==> src/rtl/icnt_pkg.sv <==
// rtl/icnt_pkg.sv - shared class/opcode/state constants and opcode classifier for instr_class_counter
package icnt_pkg;

   localparam int OPC_W = 6;

   localparam logic [1:0] CLS_R = 2'd0;
   localparam logic [1:0] CLS_I = 2'd1;
   localparam logic [1:0] CLS_J = 2'd2;
   localparam logic [1:0] CLS_B = 2'd3;

   localparam logic [OPC_W-1:0] OPC_RTYPE = 6'd0;
   localparam logic [OPC_W-1:0] OPC_J     = 6'd2;
   localparam logic [OPC_W-1:0] OPC_JAL   = 6'd3;
   localparam logic [OPC_W-1:0] OPC_BEQ   = 6'd4;
   localparam logic [OPC_W-1:0] OPC_BNE   = 6'd5;

   localparam logic [1:0] ST_IDLE   = 2'd0;
   localparam logic [1:0] ST_SHIFT  = 2'd1;
   localparam logic [1:0] ST_UPDATE = 2'd2;

   // Branches only get their own class when split_b is set; otherwise they are I-type.
   function automatic logic [1:0] classify(input logic [OPC_W-1:0] opc, input logic split_b);
      logic [1:0] c;
      if (opc == OPC_RTYPE)
         c = CLS_R;
      else if ((opc == OPC_J) || (opc == OPC_JAL))
         c = CLS_J;
      else if (split_b && ((opc == OPC_BEQ) || (opc == OPC_BNE)))
         c = CLS_B;
      else
         c = CLS_I;
      return c;
   endfunction

endpackage

==> src/rtl/instr_class_counter_if.sv <==
// rtl/instr_class_counter_if.sv - serial input / counter output bundle of instr_class_counter
interface instr_class_counter_if #(
   parameter int CNT_W = 8,
   parameter int TOT_W = 16
);
   logic             bit_in;
   logic             bit_vld;
   logic             clr;
   logic [CNT_W-1:0] cnt_r;
   logic [CNT_W-1:0] cnt_i;
   logic [CNT_W-1:0] cnt_j;
   logic [CNT_W-1:0] cnt_b;
   logic [TOT_W-1:0] total_o;
   logic [3:0]       ovf_o;
   logic             done_o;
   logic [1:0]       class_o;

   modport master (
      output bit_in, bit_vld, clr,
      input  cnt_r, cnt_i, cnt_j, cnt_b, total_o, ovf_o, done_o, class_o
   );

   modport slave (
      input  bit_in, bit_vld, clr,
      output cnt_r, cnt_i, cnt_j, cnt_b, total_o, ovf_o, done_o, class_o
   );
endinterface

==> src/rtl/icnt_sat_counter.sv <==
// rtl/icnt_sat_counter.sv - per-class event counter with sticky overflow, wrap or saturate
module icnt_sat_counter #(
   parameter int WIDTH    = 8,
   parameter int SATURATE = 0
) (
   input  logic             clk,
   input  logic             rst,
   input  logic             inc,
   input  logic             clr,
   output logic [WIDTH-1:0] q,
   output logic             ovf
);
   logic [WIDTH-1:0] q_q, q_d;
   logic             ovf_q, ovf_d;

   // Next count: clr dominates; an increment at all-ones flags overflow and wraps or holds.
   always_comb begin
      q_d   = q_q;
      ovf_d = ovf_q;
      if (clr) begin
         q_d   = '0;
         ovf_d = 1'b0;
      end else if (inc) begin
         if (q_q == '1) begin
            ovf_d = 1'b1;
            q_d   = (SATURATE != 0) ? q_q : '0;
         end else begin
            q_d = q_q + WIDTH'(1);
         end
      end
   end

   // Count and sticky flag registers.
   always_ff @(posedge clk or posedge rst) begin
      if (rst) begin
         q_q   <= '0;
         ovf_q <= 1'b0;
      end else begin
         q_q   <= q_d;
         ovf_q <= ovf_d;
      end
   end

   assign q   = q_q;
   assign ovf = ovf_q;
endmodule

==> src/rtl/instr_class_counter.sv <==
// rtl/instr_class_counter.sv - serial MIPS instruction class profiler; ICNT_BRANCH_SPLIT_EN enables branch class
module instr_class_counter
   import icnt_pkg::*;
#(
   parameter int INSTR_W  = 32,
   parameter int CNT_W    = 8,
   parameter int TOT_W    = 16,
   parameter int SATURATE = 0
) (
   input  logic clk,
   input  logic rst,
   instr_class_counter_if.slave bus
);
   localparam int              BC_W     = (INSTR_W > 1) ? $clog2(INSTR_W) : 1;
   localparam logic [BC_W-1:0] BIT_LAST = BC_W'(INSTR_W - 1);

`ifdef ICNT_BRANCH_SPLIT_EN
   localparam logic SPLIT_B = 1'b1;
`else
   localparam logic SPLIT_B = 1'b0;
`endif

   logic [1:0]         state_q, state_d;
   logic [BC_W-1:0]    bit_cnt_q, bit_cnt_d;
   logic [INSTR_W-2:0] sr_q, sr_d;
   logic [OPC_W-1:0]   opc_q, opc_d;
   logic               done_q, done_d;
   logic [1:0]         class_q, class_d;
   logic [TOT_W-1:0]   tot_q, tot_d;

   logic [INSTR_W-1:0] word_full;
   logic               word_done;
   logic               upd;
   logic [1:0]         cls;
   logic               inc_r, inc_i, inc_j;
   logic               ovf_r, ovf_i, ovf_j, ovf_b;

   // The word as it would stand after shifting the current bit in.
   assign word_full = {sr_q, bit_in_w()};

   function automatic logic bit_in_w();
      return bus.bit_in;
   endfunction

   // Shift path: each valid bit shifts in; the last bit of a word latches its opcode.
   always_comb begin
      sr_d      = sr_q;
      bit_cnt_d = bit_cnt_q;
      opc_d     = opc_q;
      word_done = 1'b0;
      if (bus.clr) begin
         sr_d      = '0;
         bit_cnt_d = '0;
      end else if (bus.bit_vld) begin
         sr_d = word_full[INSTR_W-2:0];
         if (bit_cnt_q == BIT_LAST) begin
            bit_cnt_d = '0;
            word_done = 1'b1;
            opc_d     = word_full[INSTR_W-1 -: OPC_W];
         end else begin
            bit_cnt_d = bit_cnt_q + BC_W'(1);
         end
      end
   end

   // Sequencer: UPDATE lasts one cycle after each completed word; shifting never stalls.
   always_comb begin
      state_d = state_q;
      case (state_q)
         ST_IDLE:   state_d = ST_SHIFT;
         ST_SHIFT:  state_d = ST_SHIFT;
         ST_UPDATE: state_d = ST_SHIFT;
         default:   state_d = ST_IDLE;
      endcase
      if (word_done)
         state_d = ST_UPDATE;
   end

   assign upd   = (state_q == ST_UPDATE) && !bus.clr;
   assign cls   = classify(opc_q, SPLIT_B);
   assign inc_r = upd && (cls == CLS_R);
   assign inc_i = upd && (cls == CLS_I);
   assign inc_j = upd && (cls == CLS_J);

   // Result side: total, last class and the done pulse follow the update cycle.
   always_comb begin
      done_d  = upd;
      class_d = class_q;
      tot_d   = tot_q;
      if (bus.clr) begin
         class_d = CLS_R;
         tot_d   = '0;
      end else if (upd) begin
         class_d = cls;
         tot_d   = tot_q + TOT_W'(1);
      end
   end

   // State registers.
   always_ff @(posedge clk or posedge rst) begin
      if (rst) begin
         state_q   <= ST_IDLE;
         bit_cnt_q <= '0;
         sr_q      <= '0;
         opc_q     <= '0;
         done_q    <= 1'b0;
         class_q   <= CLS_R;
         tot_q     <= '0;
      end else begin
         state_q   <= state_d;
         bit_cnt_q <= bit_cnt_d;
         sr_q      <= sr_d;
         opc_q     <= opc_d;
         done_q    <= done_d;
         class_q   <= class_d;
         tot_q     <= tot_d;
      end
   end

   icnt_sat_counter #(.WIDTH(CNT_W), .SATURATE(SATURATE)) u_cnt_r (
      .clk(clk), .rst(rst), .inc(inc_r), .clr(bus.clr), .q(bus.cnt_r), .ovf(ovf_r)
   );
   icnt_sat_counter #(.WIDTH(CNT_W), .SATURATE(SATURATE)) u_cnt_i (
      .clk(clk), .rst(rst), .inc(inc_i), .clr(bus.clr), .q(bus.cnt_i), .ovf(ovf_i)
   );
   icnt_sat_counter #(.WIDTH(CNT_W), .SATURATE(SATURATE)) u_cnt_j (
      .clk(clk), .rst(rst), .inc(inc_j), .clr(bus.clr), .q(bus.cnt_j), .ovf(ovf_j)
   );

`ifdef ICNT_BRANCH_SPLIT_EN
   logic inc_b;
   assign inc_b = upd && (cls == CLS_B);
   icnt_sat_counter #(.WIDTH(CNT_W), .SATURATE(SATURATE)) u_cnt_b (
      .clk(clk), .rst(rst), .inc(inc_b), .clr(bus.clr), .q(bus.cnt_b), .ovf(ovf_b)
   );
`else
   assign ovf_b     = 1'b0;
   assign bus.cnt_b = '0;
`endif

   assign bus.ovf_o   = {ovf_b, ovf_j, ovf_i, ovf_r};
   assign bus.done_o  = done_q;
   assign bus.class_o = class_q;
   assign bus.total_o = tot_q;
endmodule

==> src/flat_wrapper.sv <==
// flat-port wrapper written by rule: the top's interface ports become plain ports
module instr_class_counter_flat import icnt_pkg::*;
#(
   parameter int INSTR_W  = 32,
   parameter int CNT_W    = 8,
   parameter int TOT_W    = 16,
   parameter int SATURATE = 0
)
  (clk, rst, bus_bit_in, bus_bit_vld, bus_clr, bus_cnt_r, bus_cnt_i, bus_cnt_j, bus_cnt_b, bus_total_o, bus_ovf_o, bus_done_o, bus_class_o);
  instr_class_counter_if #(.CNT_W(CNT_W), .TOT_W(TOT_W)) bus_i ();
  input  logic clk;
  input  logic rst;
  input wire logic [$bits(bus_i.bit_in)-1:0] bus_bit_in;
  input wire logic [$bits(bus_i.bit_vld)-1:0] bus_bit_vld;
  input wire logic [$bits(bus_i.clr)-1:0] bus_clr;
  output wire logic [$bits(bus_i.cnt_r)-1:0] bus_cnt_r;
  output wire logic [$bits(bus_i.cnt_i)-1:0] bus_cnt_i;
  output wire logic [$bits(bus_i.cnt_j)-1:0] bus_cnt_j;
  output wire logic [$bits(bus_i.cnt_b)-1:0] bus_cnt_b;
  output wire logic [$bits(bus_i.total_o)-1:0] bus_total_o;
  output wire logic [$bits(bus_i.ovf_o)-1:0] bus_ovf_o;
  output wire logic [$bits(bus_i.done_o)-1:0] bus_done_o;
  output wire logic [$bits(bus_i.class_o)-1:0] bus_class_o;
  assign bus_i.bit_in = bus_bit_in;
  assign bus_i.bit_vld = bus_bit_vld;
  assign bus_i.clr = bus_clr;
  assign bus_cnt_r = bus_i.cnt_r;
  assign bus_cnt_i = bus_i.cnt_i;
  assign bus_cnt_j = bus_i.cnt_j;
  assign bus_cnt_b = bus_i.cnt_b;
  assign bus_total_o = bus_i.total_o;
  assign bus_ovf_o = bus_i.ovf_o;
  assign bus_done_o = bus_i.done_o;
  assign bus_class_o = bus_i.class_o;
  instr_class_counter #(.INSTR_W(INSTR_W), .CNT_W(CNT_W), .TOT_W(TOT_W), .SATURATE(SATURATE)) u_core (.clk(clk), .rst(rst), .bus(bus_i));
endmodule
==> config.mk <==
export PLATFORM = sky130hd
export DESIGN_NAME = instr_class_counter_flat
export DESIGN_NICKNAME = d
export VERILOG_FILES = /design/src/rtl/icnt_pkg.sv /design/src/rtl/instr_class_counter_if.sv /design/src/rtl/icnt_sat_counter.sv /design/src/rtl/instr_class_counter.sv /design/src/flat_wrapper.sv
export SDC_FILE = /design/constraint.sdc
export NUM_CORES = 1
export LEC_CHECK = 0
export BUFFER_PORTS_ARGS = -buffer_cell sky130_fd_sc_hd__buf_2
export CORE_UTILIZATION = 50
export DETAILED_ROUTE_END_ITERATION = 10
export PLACE_DENSITY = 0.71
export REMOVE_ABC_BUFFERS = 1
export SLEW_MARGIN = 20
export SYNTH_ARGS = -nofsm -noshare
export SYNTH_HDL_FRONTEND = slang
export SYNTH_SLANG_ARGS = --single-unit
==> constraint.sdc <==
create_clock -name clk -period 3.6 [get_ports clk]
set_clock_uncertainty 0.1 [all_clocks]
set_input_delay 0.18 -clock clk [delete_from_list [all_inputs] [get_ports clk]]
set_output_delay 0.18 -clock clk [all_outputs]
set_load 0.02 [all_outputs]
==> flow_metrics.py, run 1 <==
metrics = {
    "timing": {
        "fin_crit_ns": 2.11,
        "setup_viol": 0,
        "relSlewSlack_pct": 31.2,
        "grt_setup_unrepaired": "false",
        "fin_setup_tns_ns": 0,
        "finalHoldViolCount": 0,
        "worst_pin_slew_ns": 1.03,
        "fmax_ghz": 0.474,
        "layout_setup_ws_ns": 1.49,
        "drv_slew": 0,
        "fin_crit_sh_pct": 58.6,
        "whs_ns": 0.276,
    },
    "min_path": {
        "holdCritPathClass": "input pin to register",
    },
    "finish": {
        "final_cell_mix": "dfrtp_1, nor2_1, buf_2",
        "layout_commonest_cell": "dfrtp_1",
        "syn_to_final_growth_pct": 11.2,
        "nets": 474,
        "n_antenna_cell": 0,
        "final_util_pct": 57.7,
        "drive_gt1_share_pct": 16.7,
    },
    "yosys": {
        "synth_area_mm2": 0.00429,
        "synth-compound-area-share_pct": 8.06,
        "avgSynthCellArea_um2": 10.3,
        "synthXorXnorAreaFrac_pct": 3.47,
        "synth_seq_cells": 90,
        "syn_inst": 417,
        "synth_fa_ha_area_share_pct": 1.75,
        "synth-edff-count": 0,
        "synthFlopType": "dfrtp_1",
        "seq_area_frac_synth_pct": 52.5,
        "muxShareOfSynthArea_pct": 8.44,
        "async_reset_ff_share_pct": 100,
        "synth_cell_types": 44,
        "synthSimpleGateAreaFrac_pct": 20.9,
        "yosysWarnings": 0,
        "synth_top_family_by_area": "simple AND/OR/NAND/NOR gates",
    },
    "cts": {
        "clk_latency_ns": 0.35,
        "ctsRootBufferMaster": "clkbuf_8",
        "cts_setup_buffers": 0,
        "cts_tree": "done",
        "cts_max_path_buffers": 2,
        "numCtsBuffers": 9,
        "cts-htree-levels": 3,
        "clkTransAtPathRegs_ns": 0.08,
        "cts_num_sinks": 90,
    },
    "global_route": {
        "grt_max_degree": 59,
        "grt_overflow_total": 0,
        "grt_pass1_vias": 2872,
        "grt_first_pass_wirelength_um": 13000,
        "grt_antenna_before_repair": 0,
        "grt_usage_pct": 18.6,
    },
    "worst_setup_path": {
        "reg2regPathDepth": 4,
        "cp-start-kind": "register",
        "rr_endpoint": "u_core.u_cnt_i.q[1]$_DFFE_PP0P_",
        "path_max_fanout": 11,
        "crit_start": "u_core.opc_q[2]$_DFFE_PP0P_",
        "worstSetupEndpointType": "register",
        "worstPathRequired_ns": 3.74,
        "critPathArrivalTime_ns": 2.25,
        "crit_end": "u_core.u_cnt_i.q[1]$_DFFE_PP0P_",
        "criticalPathCategory": "register to register",
        "regToRegSetupSlack_ns": 1.49,
        "worst_r2r_startpoint": "u_core.opc_q[2]$_DFFE_PP0P_",
    },
    "pwr": {
        "clkPwrFrac_pct": 38.5,
        "p_sw_share_pct": 22.1,
        "p_sw_uw": 395,
        "ir_worst_vdd_uv": 243,
        "p_leak_uw": 0.00239,
        "power_density_mw_per_mm2": 375,
        "cellInternalPower_uw": 1390,
        "pwr-share-seq_pct": 57.0,
        "p_comb_share_pct": 4.5,
    },
    "die": {
        "die-width_um": 94.6,
        "rows": 33,
        "coreArea_mm2": 0.00826,
        "ios": 60,
        "dieArea_mm2": 0.00895,
        "die_y_um": 94.6,
        "initial_utilization_pct": 51.9,
    },
    "drt": {
        "drcViolationCount": 0,
        "vias": 3145,
        "routedWlPerCell_um": 13.6,
        "via_per_inst": 5.49,
        "detail_route.wirelength_um": 7770,
        "first_pass_iters": 4,
        "drt_iter0_drc": 142,
        "drtAntennaViolNets": 0,
    },
    "placement": {
        "post-place-ws_ns": 1.48,
        "port_buffers": 50,
        "hpwl_um": 5280,
        "gp_congestion": 0.737,
    },
    "flow_run": {
        "maxCapViolCount": 0,
    },
    "status": {
        "status": "finished clean",
    },
}
worst max-delay path, cell delays in order, from the launching register on:
cell and delay (ns):
dfrtp_1 0.42, or4_1 0.74, o21ai_2 0.46, mux2i_1 0.23, nor2_1 0.05
area by class of cell:
type | count | area [µm²]
sequential | 90 | 2250
tap | 105 | 131
multi-input combinational | 301 | 1860
clock inverter | 2 | 35.0
clock buffer | 14 | 163
timing repair buffer | 57 | 308
fill | 743 | 3490
inverter | 4 | 16.3
what timing repair did:
item	CTS	global route
gates resized for setup	0	0
hold buffers	2	0
hold endpoints to repair	51	0
cells by family (layout without fill, tap and decap cells):
logic type,count (synthesis),in the layout
muxes,36,36
adders and majority gates,6,6
DFF,90,90
xor gates and xnor gates,17,17
buffers and inverters,34,77
other,1,9
AOI/OAI and AO/OA,57,57
and+or+nand+nor,176,176
power groups by stage:
stage,logic [µW],clock network (µW),registers (µW)
after CTS,82.9,715,1020
after global placement,80.0,0,1040
final,80.7,688,1020
after detailed placement,81.4,0,1040
after global routing,90.6,748,1020
after floorplan,40.1,0,1040
sequential cells by signal, summed over array words and instances, names as in the netlist:
name                flops
u_core.u_cnt_r.q        8
u_core.u_cnt_j.q        8
u_core.bus.class_o      2
u_core.u_cnt_i.ovf      1
u_core.u_cnt_j.ovf      1
u_core.opc_q            6
u_core.sr_q            31
u_core.bus.total_o     16
u_core.state_q          2
u_core.u_cnt_i.q        8
u_core.u_cnt_r.ovf      1
u_core.bus.done_o       1
u_core.bit_cnt_q        5
worst min path at each step:
stage	cells after the start	endpoint	startpoint	slack (ns)
2_1_floorplan	1	u_core.bit_cnt_q[1]$_DFFE_PP0P_	bus_clr	0.14
3_3_place_gp	2	u_core.sr_q[16]$_DFFE_PP0P_	rst	0.28
3_5_place_dp	2	u_core.sr_q[16]$_DFFE_PP0P_	rst	0.29
4_1_cts	3	u_core.bit_cnt_q[1]$_DFFE_PP0P_	bus_bit_vld	0.26
5_1_grt	3	u_core.bit_cnt_q[1]$_DFFE_PP0P_	bus_bit_vld	0.28
6_report	3	u_core.bit_cnt_q[1]$_DFFE_PP0P_	bus_bit_vld	0.28
layer usage:
metal  wire length, µm  global-route usage (%)  part of all wire (%)  up-vias
met3               248                    3.30                   3.2       10
li1                  -                       -                     -     1520
met5                 0                       0                     0        -
met2              3730                    29.6                    48       60
met4               113                    8.21                   1.5        0
met1              3680                    24.8                    47     1555
cells in the mapped netlist, types with 6 or more instances:
cell | instances | share of area [%]
dfrtp_1 | 90 | 53
buf_4 | 13 | 2.3
or4_1 | 8 | 1.4
xor2_1 | 13 | 2.7
or3_1 | 6 | 0.88
mux2i_1 | 35 | 8.2
nand3_1 | 15 | 1.8
clkbuf_1 | 9 | 0.79
o31ai_1 | 6 | 1.1
o21ai_0 | 10 | 1.2
nand4_1 | 7 | 1.0
a21oi_1 | 26 | 3.0
nand2_1 | 38 | 3.3
and3_1 | 7 | 1.0
nor2_1 | 65 | 5.7
ha_1 | 6 | 1.8
per-stage QoR:
step                      std cells  instance area [µm²]  power [µW]
after floorplan                 395                 4130        1080
after global placement          555                 4550        1120
after detailed placement        555                 4550        1120
after CTS                       573                 4760        1820
after global routing            573                 4760        1860
final                           573                 4760        1790
Note: power is estimated with default switching activity, not from simulation.
==> run 2, diff against run 1 <==
ABC_AREA = 1   (was default)
clock period = 2 ns   (was 3.6 ns; I/O delays follow)
==> flow_metrics.py, run 2 <==
metrics = {
    "status": {
        "status": "finished clean",
    },
    "placement": {
        "hpwl_um": 5810,
        "dpl.cell_count": 638,
        "port_buffers": 50,
        "gp_congestion": 0.830,
    },
    "yosys": {
        "syn_inst": 493,
        "synthXorXnorAreaFrac_pct": 1.83,
        "synth_top_area_share_pct": 52.2,
        "synth_fa_ha_area_share_pct": 1.74,
        "synthSimpleGateAreaFrac_pct": 24.1,
        "synth_seq_cells": 90,
        "muxShareOfSynthArea_pct": 0,
        "yosysMostFrequentCell": "nand2_1",
        "synth-edff-count": 0,
        "synth_top_family_by_area": "simple AND/OR/NAND/NOR gates",
        "yosysWarnings": 0,
        "seq_area_frac_synth_pct": 52.2,
        "synth-compound-area-share_pct": 10.3,
        "synth_top_cell_by_area": "dfrtp_1",
        "synth_area_mm2": 0.00431,
        "synth_common_cells": "nand2_1, dfrtp_1, inv_1, nor2_1, o22ai_1",
        "ys_top_cells_by_area": "dfrtp_1, nand2_1, inv_1",
        "synth_cell_types": 34,
        "synthFlopType": "dfrtp_1",
        "async_reset_ff_share_pct": 100,
        "avgSynthCellArea_um2": 8.75,
    },
    "global_route": {
        "grt_pass1_vias": 3061,
        "grt_usage_pct": 19.5,
        "grt_use_met2_pct": 32.1,
        "use_met1_pct": 25.8,
        "grt_antenna_before_repair": 0,
        "met3_usage_pct": 3.54,
        "grt_max_degree": 51,
        "busiest_layer": "met2",
        "grt_first_pass_wirelength_um": 13800,
        "grt_overflow_total": 0,
    },
    "worst_setup_path": {
        "worstSetupEndpointType": "register",
        "worstPathRequired_ns": 2.13,
        "cp_slowest_cell": "dfrtp_1",
        "path_delay_family": "flip-flops",
        "path_max_fanout": 8,
        "critPathArrivalTime_ns": 1.73,
        "cp-start-kind": "register",
        "criticalPathCategory": "register to register",
        "path_cells": "ha_1 > nand2_1 > nor2_1 > ha_1 > inv_1 > nor2_4 > inv_2 > nand2_1 > o21ai_0",
        "critPathBufInv": 2,
        "cpPeakStageDelay_ns": 0.40,
    },
    "timing": {
        "fin_crit_sh_pct": 80.2,
        "grt_setup_unrepaired": "false",
        "drv_slew": 0,
        "finalHoldViolCount": 0,
        "whs_ns": 0.0645,
        "setup_viol": 0,
        "fin_crit_ns": 1.60,
        "fmax_ghz": 0.624,
    },
    "die": {
        "dieArea_mm2": 0.00900,
        "initial_utilization_pct": 52.0,
        "coreArea_mm2": 0.00830,
        "die-width_um": 94.9,
        "die_y_um": 94.9,
        "ios": 60,
        "rows": 33,
    },
    "finish": {
        "layout_commonest_cell": "nand2_1",
        "multiInputGateArea_mm2": 0.00167,
        "nets": 557,
        "n_fill_cell": 754,
        "fin_cells": 656,
        "final_cell_mix": "nand2_1, dfrtp_1, inv_1",
        "n_antenna_cell": 0,
        "top_register": "u_core.sr_q",
        "drive_gt1_share_pct": 18.0,
        "register_area_mm2": 0.00225,
        "largest_register_ffs": 31,
        "syn_to_final_growth_pct": 12.6,
    },
    "cts": {
        "cts_setup_buffers": 0,
        "cts-htree-levels": 3,
        "clk_latency_ns": 0.35,
        "numCtsBuffers": 9,
        "clkTransAtPathRegs_ns": 0.09,
        "ctsRootBufferMaster": "clkbuf_8",
        "cts_num_sinks": 90,
        "cts_max_path_buffers": 2,
        "cts_tree": "done",
    },
    "pwr": {
        "fin_total_pwr_uw": 3370,
        "power_density_mw_per_mm2": 695,
        "ir_worst_vdd_uv": 436,
        "p_leak_uw": 0.00240,
    },
    "drt": {
        "first_pass_iters": 6,
        "vias": 3422,
        "drcViolationCount": 0,
        "via_per_inst": 5.22,
        "drtAntennaViolNets": 0,
        "detail_route.wirelength_um": 8290,
        "routedWlPerCell_um": 12.6,
        "drt_iter0_drc": 124,
    },
    "min_path": {
        "holdCritPathClass": "input pin to register",
    },
    "flow_run": {
        "maxCapViolCount": 0,
    },
}
-- run 2: final timing paths --
check | cells after the start | start | to | slack (ns)
worst max-delay path | 9 | u_core.bit_cnt_q[0]$_DFFE_PP0P_ | u_core.opc_q[4]$_DFFE_PP0P_ | 0.40
worst min-delay path | 2 | bus_clr | u_core.u_cnt_j.ovf$_DFFE_PP0P_ | 0.06
worst max register to register | 9 | u_core.bit_cnt_q[0]$_DFFE_PP0P_ | u_core.opc_q[4]$_DFFE_PP0P_ | 0.40
worst min register to register | 2 | u_core.opc_q[3]$_DFFE_PP0P_ | u_core.opc_q[3]$_DFFE_PP0P_ | 0.39
max in group asynchronous | 4 | rst | u_core.bus.done_o$_DFF_PP0_ | 1.04
min in group asynchronous | 3 | rst | u_core.u_cnt_r.q[1]$_DFFE_PP0P_ | 0.15
-- run 2: worst register-to-register path, stage by stage, from the launching register on --
cell	delay, ns
dfrtp_1	0.40
ha_1	0.19
nand2_1	0.06
nor2_1	0.10
ha_1	0.15
inv_1	0.09
nor2_4	0.18
inv_2	0.09
nand2_1	0.06
o21ai_0	0.07
-- run 2: per-stage QoR --
stage / setup WS (ns) / cell area [µm²] / TNS (ns) / util (%)
finish: 0.396 / 4860 / 0 / 58.5
global route: 0.256 / 4860 / 0 / 58.5
CTS: 0.397 / 4860 / 0 / 58.5
detailed placement: 0.426 / 4620 / 0 / 55.6
global placement: 0.459 / 4620 / 0 / 55.6
floorplan: -0.535 / 4190 / -48.17 / -
-- run 2: layer usage --
layer	part of all wire, %	vias up
met3	4.0	11
li1	-	1686
met4	1.7	0
met2	47	80
met5	0	-
met1	47	1645
-- run 2: cells by family (layout without fill, tap and decap cells) --
logic type / Yosys count / count (layout)
adder cells (fa/ha/maj): 6 / 6
AO/OA/AOI/OAI: 77 / 77
AND/OR/NAND/NOR: 217 / 217
flip-flops: 90 / 90
other: 1 / 9
XOR/XNOR: 9 / 9
buffers and inverters: 93 / 143
-- run 2: cell type report --
cell class,count,share of cell area [%]
Multi-Input combinational cell,318,34.4
Clock buffer,12,2.99
Clock inverter,4,1.55
Sequential cell,90,46.4
Inverter,70,5.43
Timing Repair Buffer,57,6.59
Tap cell,105,2.70
-- run 2: where the power goes --
part           internal [µW]  switching (µW)
clock network            740             641
logic                   35.0             122
registers               1830            7.02
total                   2610             770
-- run 2: timing repair --
| action | 4_1_cts | 5_1_grt |
|---|---|---|
| resized for setup | 0 | 0 |
| hold buffers | 2 | 0 |
| hold endpoints to repair | 70 | 0 |
==> run 3, diff against run 2 <==
ABC_AREA = 0   (was 1)
PLACE_DENSITY = 0.74   (was 0.71)
clock period = 1.4 ns   (was 2 ns; I/O delays follow)
==> flow_metrics.py, run 3 (synthesis results as in run 1) <==
metrics = {
    "pwr": {
        "ir_worst_vdd_uv": 568,
        "power_density_mw_per_mm2": 813,
        "fin_total_pwr_uw": 4770,
        "p_leak_uw": 0.00294,
    },
    "drt": {
        "first_pass_iters": 4,
        "via_per_inst": 5.55,
        "drcViolationCount": 0,
        "vias": 3697,
        "routedWlPerCell_um": 16.0,
        "detail_route.wirelength_um": 10700,
        "drtAntennaViolNets": 0,
        "drt_iter0_drc": 205,
    },
    "worst_setup_path": {
        "worst_r2r_startpoint": "u_core.opc_q[3]$_DFFE_PP0P_",
        "path_max_fanout": 3,
        "worstPathRequired_ns": 1.54,
        "reg2regPathDepth": 5,
        "cp_slowest_cell": "or4_4",
        "cpPeakStageDelay_ns": 0.57,
        "rr_endpoint": "u_core.u_cnt_j.q[2]$_DFFE_PP0P_",
        "regToRegSetupSlack_ns": -0.39,
        "critPathArrivalTime_ns": 1.94,
        "worstSetupEndpointType": "register",
        "path_cells": "or4_4 > buf_6 > nor3_4 > xnor2_2 > nor2_1",
        "criticalPathCategory": "register to register",
        "cp-start-kind": "register",
    },
    "finish": {
        "fin_area_mm2": 0.00587,
        "multiInputGateArea_mm2": 0.00213,
        "register_area_mm2": 0.00225,
        "layout_commonest_cell": "dfrtp_1",
        "fin_cells": 666,
        "drive_gt1_share_pct": 39.6,
        "top_register": "u_core.sr_q",
        "syn_to_final_growth_pct": 37.0,
        "final_cell_mix": "dfrtp_1, buf_4, nor2_1",
        "n_fill_cell": 543,
        "largest_register_ffs": 31,
        "n_antenna_cell": 0,
        "nets": 568,
    },
    "die": {
        "ios": 60,
        "die_y_um": 94.6,
        "rows": 33,
        "dieArea_mm2": 0.00895,
        "initial_utilization_pct": 51.9,
        "die-width_um": 94.6,
        "coreArea_mm2": 0.00826,
    },
    "global_route": {
        "grt_pass1_vias": 3469,
        "grt_usage_pct": 23.5,
        "grt_first_pass_wirelength_um": 16100,
        "grt_antenna_before_repair": 0,
        "grt_max_degree": 39,
        "grt_overflow_total": 0,
    },
    "timing": {
        "fmax_ghz": 0.558,
        "finalHoldViolCount": 0,
        "drv_slew": 0,
        "fin_crit_sh_pct": 128,
        "grt_setup_unrepaired": "true",
        "fin_crit_ns": 1.79,
        "layout_setup_ws_ns": -0.393,
        "whs_ns": 0.0817,
        "setup_viol": 54,
    },
    "cts": {
        "cts-htree-levels": 3,
        "ctsRootBufferMaster": "clkbuf_8",
        "cts_max_path_buffers": 2,
        "clk_latency_ns": 0.36,
        "numCtsBuffers": 9,
        "cts_num_sinks": 90,
        "cts_tree": "done",
        "clkTransAtPathRegs_ns": 0.09,
    },
    "min_path": {
        "hold_path_startpoint": "bus_bit_vld",
        "holdPathStages": 4,
        "holdCritPathClass": "input pin to register",
        "hold_end": "u_core.state_q[1]$_DFF_PP0_",
    },
    "placement": {
        "hpwl_um": 6630,
        "place_area_mm2": 0.00520,
        "post-place-ws_ns": -0.499,
        "dpl.cell_count": 637,
        "gp_congestion": 0.858,
        "port_buffers": 50,
    },
    "status": {
        "violations": "setup timing",
        "status": "finished, violations left",
    },
    "flow_run": {
        "maxCapViolCount": 0,
    },
}
==> run 3: repair_timing <==
action / CTS / global route
hold buffers: 3 / 0
gates resized for setup: 49 / 36
hold endpoints to repair: 97 / 0
pin swaps: 46 / 27
gates cloned: 0 / 0
endpoints found under the setup margin: 53 / 57
buffers inserted: 6 / 6
==> run 3: how the worst max path moves through the flow <==
| stage | endpoint | depth (start not counted) | from | slack, ns |
|---|---|---|---|---|
| final | u_core.u_cnt_j.q[2]$_DFFE_PP0P_ | 5 | u_core.opc_q[3]$_DFFE_PP0P_ | -0.39 |
| after global routing | u_core.u_cnt_j.q[1]$_DFFE_PP0P_ | 5 | u_core.opc_q[3]$_DFFE_PP0P_ | -0.44 |
| after CTS | u_core.u_cnt_j.q[1]$_DFFE_PP0P_ | 5 | u_core.opc_q[5]$_DFFE_PP0P_ | -0.37 |
| after detailed placement | u_core.u_cnt_i.q[1]$_DFFE_PP0P_ | 4 | u_core.opc_q[2]$_DFFE_PP0P_ | -0.50 |
| after global placement | u_core.u_cnt_i.q[1]$_DFFE_PP0P_ | 4 | u_core.opc_q[2]$_DFFE_PP0P_ | -0.47 |
| after floorplan | u_core.bit_cnt_q[0]$_DFFE_PP0P_ | 1 | rst | -1.11 |
==> run 3: routing by layer <==
| metal | share of wire (%) | up-vias | wire [µm] | GRT usage, % |
|---|---|---|---|---|
| li1 | - | 1713 | - | - |
| met1 | 40 | 1843 | 4310 | 28.6 |
| met2 | 53 | 119 | 5700 | 41.9 |
| met3 | 4.0 | 22 | 425 | 4.27 |
| met4 | 2.1 | 0 | 224 | 8.08 |
| met5 | 0 | - | 0 | 0 |
==> run 3: layout make-up <==
type	count	area share, %
flip-flops and latches	90	38.4
multi-input cells	301	36.2
repair buffers	151	19.1
clock buffers	12	2.81
well taps	105	2.24
clock inverters	3	0.810
inverters	4	0.362
==> run 3: critical path: cells and delay by family, from the launching register on <==
family                 cells  cell delay, ns
XOR/XNOR                   1            0.16
buffers and inverters      1            0.17
AND/OR/NAND/NOR            3            0.85
flip-flops                 1            0.40
==> run 3: report_power, final <==
part           switching, µW  internal (µW)  leakage (µW)  total [µW]
Sequential              9.48           2610       0.00125        2620
Combinational            176           94.8       0.00159         271
Clock                    915            969      0.000109        1880
==> run 3: through the flow <==
step,util (%),TNS (ns)
floorplan,-,-114.03
global placement,63.0,-13.28
detailed placement,63.0,-15.46
CTS,68.8,-12.78
global route,71.1,-17.68
finish,71.1,-14.36
